## src/rtl/pcie_rst_seq.sv

```systemverilog
// PCIe reset sequencer: holds POR/PERST# low, releases POR then PERST#, then waits for link-up.
// Outputs are registered with the state. Define PCIE_RST_SEQ_LINK_WDOG_EN for the link-up watchdog, retries and FAIL state.
module pcie_rst_seq #(
  parameter int unsigned HOLD_CYCLES  = 500,
  parameter int unsigned POR_TO_PERST = 16,
  parameter int unsigned LINK_TIMEOUT = 100000,
  parameter int unsigned MAX_RETRY    = 3,
  parameter int unsigned CNT_W        = 20
) (
  input  logic       sys_clk,
  input  logic       sys_rst_n,
  input  logic       restart,
  input  logic       link_up,
  output logic       por_n,
  output logic       perst_n,
  output logic       link_ok,
  output logic       timeout,
  output logic [1:0] retry_cnt,
  output logic [2:0] state
);

  typedef enum logic [2:0] {
    ST_HOLD      = 3'd0,
    ST_POR_REL   = 3'd1,
    ST_WAIT_LINK = 3'd2,
    ST_LINK_UP   = 3'd3,
    ST_FAIL      = 3'd4
  } st_t;

  localparam logic [CNT_W-1:0] LP_HOLD_LAST = CNT_W'(HOLD_CYCLES - 1);
  localparam logic [CNT_W-1:0] LP_POR_LAST  = CNT_W'(POR_TO_PERST - 1);

  // Every cycle count must fit the counter; retry_cnt is only 2 bits wide.
  if (((64'(HOLD_CYCLES) >> CNT_W) != 0) || ((64'(POR_TO_PERST) >> CNT_W) != 0) ||
      ((64'(LINK_TIMEOUT) >> CNT_W) != 0) || (HOLD_CYCLES == 0) || (POR_TO_PERST == 0) ||
      (LINK_TIMEOUT == 0) || (MAX_RETRY > 3)) begin : g_bad_cfg
    $error("pcie_rst_seq: parameter out of range");
  end

  st_t              r_state;
  logic [CNT_W-1:0] r_cnt;
  logic             r_por_n;
  logic             r_perst_n;
  logic             r_link_ok;

  st_t              w_nxt_state;
  logic             w_cnt_inc;
  logic [CNT_W-1:0] w_cnt_nxt;

`ifdef PCIE_RST_SEQ_LINK_WDOG_EN
  localparam logic [CNT_W-1:0] LP_LINK_LAST = CNT_W'(LINK_TIMEOUT - 1);
  localparam logic [1:0]       LP_MAX_RETRY = 2'(MAX_RETRY);

  logic [1:0] r_retry;
  logic       r_timeout;
  logic [1:0] w_retry_nxt;
`endif

  always_comb begin
    w_nxt_state = r_state;
    w_cnt_inc   = 1'b0;
`ifdef PCIE_RST_SEQ_LINK_WDOG_EN
    w_retry_nxt = r_retry;
`endif
    case (r_state)
      ST_HOLD: begin
        if (r_cnt == LP_HOLD_LAST) w_nxt_state = ST_POR_REL;
        else                       w_cnt_inc   = 1'b1;
      end
      ST_POR_REL: begin
        if (r_cnt == LP_POR_LAST) w_nxt_state = ST_WAIT_LINK;
        else                      w_cnt_inc   = 1'b1;
      end
      ST_WAIT_LINK: begin
        // Link-up takes priority over a coincident watchdog expiry.
        if (link_up) begin
          w_nxt_state = ST_LINK_UP;
`ifdef PCIE_RST_SEQ_LINK_WDOG_EN
        end else if (r_cnt == LP_LINK_LAST) begin
          if (r_retry < LP_MAX_RETRY) begin
            w_nxt_state = ST_HOLD;
            w_retry_nxt = r_retry + 2'd1;
          end else begin
            w_nxt_state = ST_FAIL;
          end
        end else begin
          w_cnt_inc = 1'b1;
`endif
        end
      end
      ST_LINK_UP: begin
        if (!link_up) w_nxt_state = ST_WAIT_LINK;
      end
      ST_FAIL: begin
        w_nxt_state = ST_FAIL;
      end
      default: begin
        w_nxt_state = ST_HOLD;
      end
    endcase

    if (restart) begin
      w_nxt_state = ST_HOLD;
`ifdef PCIE_RST_SEQ_LINK_WDOG_EN
      w_retry_nxt = 2'd0;
`endif
    end

    // Counter clears on every transition (and on restart) and saturates instead of wrapping.
    if (restart || (w_nxt_state != r_state)) w_cnt_nxt = '0;
    else if (w_cnt_inc && (r_cnt != '1))     w_cnt_nxt = r_cnt + CNT_W'(1);
    else                                     w_cnt_nxt = r_cnt;
  end

  always_ff @(posedge sys_clk) begin
    if (!sys_rst_n) begin
      r_state   <= ST_HOLD;
      r_cnt     <= '0;
      r_por_n   <= 1'b0;
      r_perst_n <= 1'b0;
      r_link_ok <= 1'b0;
    end else begin
      r_state   <= w_nxt_state;
      r_cnt     <= w_cnt_nxt;
      r_por_n   <= (w_nxt_state != ST_HOLD);
      r_perst_n <= (w_nxt_state == ST_WAIT_LINK) || (w_nxt_state == ST_LINK_UP);
      r_link_ok <= (w_nxt_state == ST_LINK_UP);
    end
  end

`ifdef PCIE_RST_SEQ_LINK_WDOG_EN
  always_ff @(posedge sys_clk) begin
    if (!sys_rst_n) begin
      r_retry   <= 2'd0;
      r_timeout <= 1'b0;
    end else begin
      r_retry   <= w_retry_nxt;
      // FAIL is left only through restart or reset, so the flag tracks the state.
      r_timeout <= (w_nxt_state == ST_FAIL);
    end
  end

  assign retry_cnt = r_retry;
  assign timeout   = r_timeout;
`else
  assign retry_cnt = 2'd0;
  assign timeout   = 1'b0;
`endif

  assign por_n   = r_por_n;
  assign perst_n = r_perst_n;
  assign link_ok = r_link_ok;
  assign state   = r_state;

endmodule

```

## config.mk

```make
export PLATFORM = sky130hd
export DESIGN_NAME = pcie_rst_seq
export DESIGN_NICKNAME = d
export VERILOG_FILES = /design/src/rtl/pcie_rst_seq.sv
export SDC_FILE = /design/constraint.sdc
export NUM_CORES = 1
export LEC_CHECK = 0
export CORE_MARGIN = 3
export CORE_UTILIZATION = 25
export DETAILED_ROUTE_END_ITERATION = 8
export PLACE_DENSITY_LB_ADDON = 0.08
export SKIP_CTS_REPAIR_TIMING = 1
export SLEW_MARGIN = 20
export SYNTH_ARGS = -nofsm -noshare
export SYNTH_HDL_FRONTEND = slang
export SYNTH_SLANG_ARGS = --single-unit
```

## constraint.sdc

```tcl
create_clock -name sys_clk -period 2.7 [get_ports sys_clk]
set_clock_uncertainty 0.2 [all_clocks]
set_input_delay 0.54 -clock sys_clk [delete_from_list [all_inputs] [get_ports sys_clk]]
set_output_delay 0.54 -clock sys_clk [all_outputs]
set_load 0.01 [all_outputs]
```

==> run metrics <==
Peak Freq=451 MHz; CTS clk-pin slew, worst paths=100 ps; total internal power=0.526 mW; Final Max Slew Viols=0; Die Area=0.00632 mm²; WS Path Type=reg -> reg; clock tree buffer depth=2; Post-Syn Instances=157; CP endpoint kind=flip-flop; CTS tree=built; startpoint types=flip-flop; Switching Share=21.2%; count of final hold-check violations=0; routed len/inst=12.5 µm; commonest non-fill, non-tap cell in the layout=nor2_1; via/cell ratio=4.67; ys flop type=dfxtp_1; syn_area_per_cell=8.61 µm²; root buffer cell=clkbuf_8; Setup violations, final=0; Hold WC Path Type=reg -> reg; CTS H-tree depth=1; WP buf/inv=0; number of synthesized flops with an enable pin=0; crit path time final=2220 ps; FF/Latch Area=520 µm²; yosys warns=0; multi-input combinational cell area=766 µm²; FFs w/ async S/R, synth=0%; Finished Layout Cells=236; Final WS setup=480 ps; commonest non-fill, non-tap cells in the layout=nor2_1, dfxtp_1, xor2_1; core area=0.00517 mm²; number of synthesized register bits=26; Net Sw Power=0.141 mW; WP data required=2720 ps; combinational share of power=3.5%; placed cell areas=0.00150 mm²; PwrDens=429 mW/mm²; Mapped Area=0.00135 mm²; routed wire length=2940 µm; Top Family by Delay on Critical Path=simple AND/OR/NAND/NOR gates; post-route design area=0.00156 mm²; dpl ws=254 ps; fraction of layout cells with a size suffix above 1=9.04%; I/O Pins=13; max_cap viols=0; Clock Latency Late Sink=280 ps; Final nets=172; Tcrit/Tclk final=82.2%; Worst VDD drop=0.184 mV; RSZ-0062 raised after global routing=false; Worst path max stage delay=350 ps; All-Layer GR Usage=9.97%; setup TNS=0 ps; port bufs=9; hold path depth=2; Max stage delay cell, worst path=dfxtp_1; Seq pwr share=57.8%; first-pass GRT wire length=4880 µm; status=finished clean; stages on the worst setup path=7; leak pwr=0.538 nW; Area growth syn-to-layout=15.3%; drt pass-1 iters=4; Synth area leader=dfxtp_1; cell row count=26; cell chain of the critical path=ha_1 -> and4_1 -> and3_1 -> nand3_2 -> nand4b_1 -> or3_1 -> a21oi_1; grt total ovfl=0; dpl hpwl=2050 µm; Worst Reg-to-Reg Cells=7; Placed Cells=232; Yosys cell types=41; drc violations=0; Initial Util=26.1%; pin count of the biggest net entering global routing=21; Num Clock Sinks=26; Synth top area share=38.5%; Arr. time, crit path=2240 ps; CP max FO=18; final antenna-violating net count=0; initial antenna violation count=0; clock power share=38.6%; CTS Buf Count=3; Area contributors post-synth=dfxtp_1, xor2_1, nor2_1; DIE WIDTH=79.5 µm; sequential area share after synthesis=38.5%; Die Y-Extent=79.5 µm; vias in the first global route=991; routed vias=1102; GP Congestion=0.726; drt initial violations=71; # diodes=0; FILL cells=557
==> registers in the layout, summed over array words and instances (netlist names) <==
name / count
perst_n: 1
link_ok: 1
r_cnt: 20
state: 3
por_n: 1
==> area by class of cell <==
class | instances | area share [%]
Multi-Input combinational cell | 121 | 49.2
Tap cell | 70 | 5.62
Inverter | 5 | 1.20
Sequential cell | 26 | 33.4
Timing Repair Buffer | 10 | 7.07
Clock buffer | 4 | 3.53
==> path summary, 6_finish.rpt <==
kind,start,slack [ps],endpoint
worst max-delay path,r_cnt[0],480,r_cnt[16]
worst min-delay path,r_cnt[16],350,r_cnt[16]
worst max register to register,r_cnt[0],480,r_cnt[16]
worst min register to register,r_cnt[16],350,r_cnt[16]
==> worst register-to-register path: stages (launching register included) <==
cell and delay, ps:
dfxtp_1 350, ha_1 240, and4_1 220, and3_1 190
nand3_2 280, nand4b_1 200, or3_1 340, a21oi_1 130
==> power groups by stage <==
| stage | Combinational [mW] | Sequential (mW) | Clock (mW) |
|---|---|---|---|
| 6_report | 0.0235 | 0.386 | 0.258 |
| 5_1_grt | 0.0260 | 0.387 | 0.286 |
| 2_1_floorplan | 0.0172 | 0.395 | 0 |
| 3_5_place_dp | 0.0237 | 0.395 | 0 |
| 4_1_cts | 0.0239 | 0.386 | 0.271 |
| 3_3_place_gp | 0.0235 | 0.395 | 0 |
==> per-layer routing <==
layer | part of all wire (%) | track usage (%)
met1 | 51 | 14.1
met2 | 45 | 14.9
met3 | 2.2 | 1.69
met4 | 1.7 | 4.12
met5 | 0 | 0
==> kinds of logic (layout without fill, tap and decap cells) <==
logic type / after synthesis / in the layout / share of synthesized area (%)
simple gates: 87 / 87 / 36.9
flops: 26 / 26 / 38.5
xor+xnor: 18 / 18 / 11.7
buf+inv: 12 / 19 / 5.37
compound gates: 11 / 11 / 5.65
fa+ha+maj: 1 / 1 / 0.926
other cells: 1 / 3 / 0.278
mux: 1 / 1 / 0.741
==> through the flow <==
stage	hold WS (ps)	power (mW)	util (%)
final	346	0.668	30.1
after floorplan	294	0.412	-
after global placement	312	0.419	29.1
after global routing	390	0.699	30.1
after CTS	349	0.681	30.1
after detailed placement	334	0.419	29.1
==> synth_stat cells (all sizes together) (2+ instances only) <==
master   n
o21ai    3
nand2    6
inv      5
dfxtp   26
and3     9
nand4b   2
buf      7
nor3     3
nand3   12
and2     2
xor2    17
nor4     3
nand4   13
a21oi    2
nor2    29
and4     2
Power figures use the tool's default switching activity.
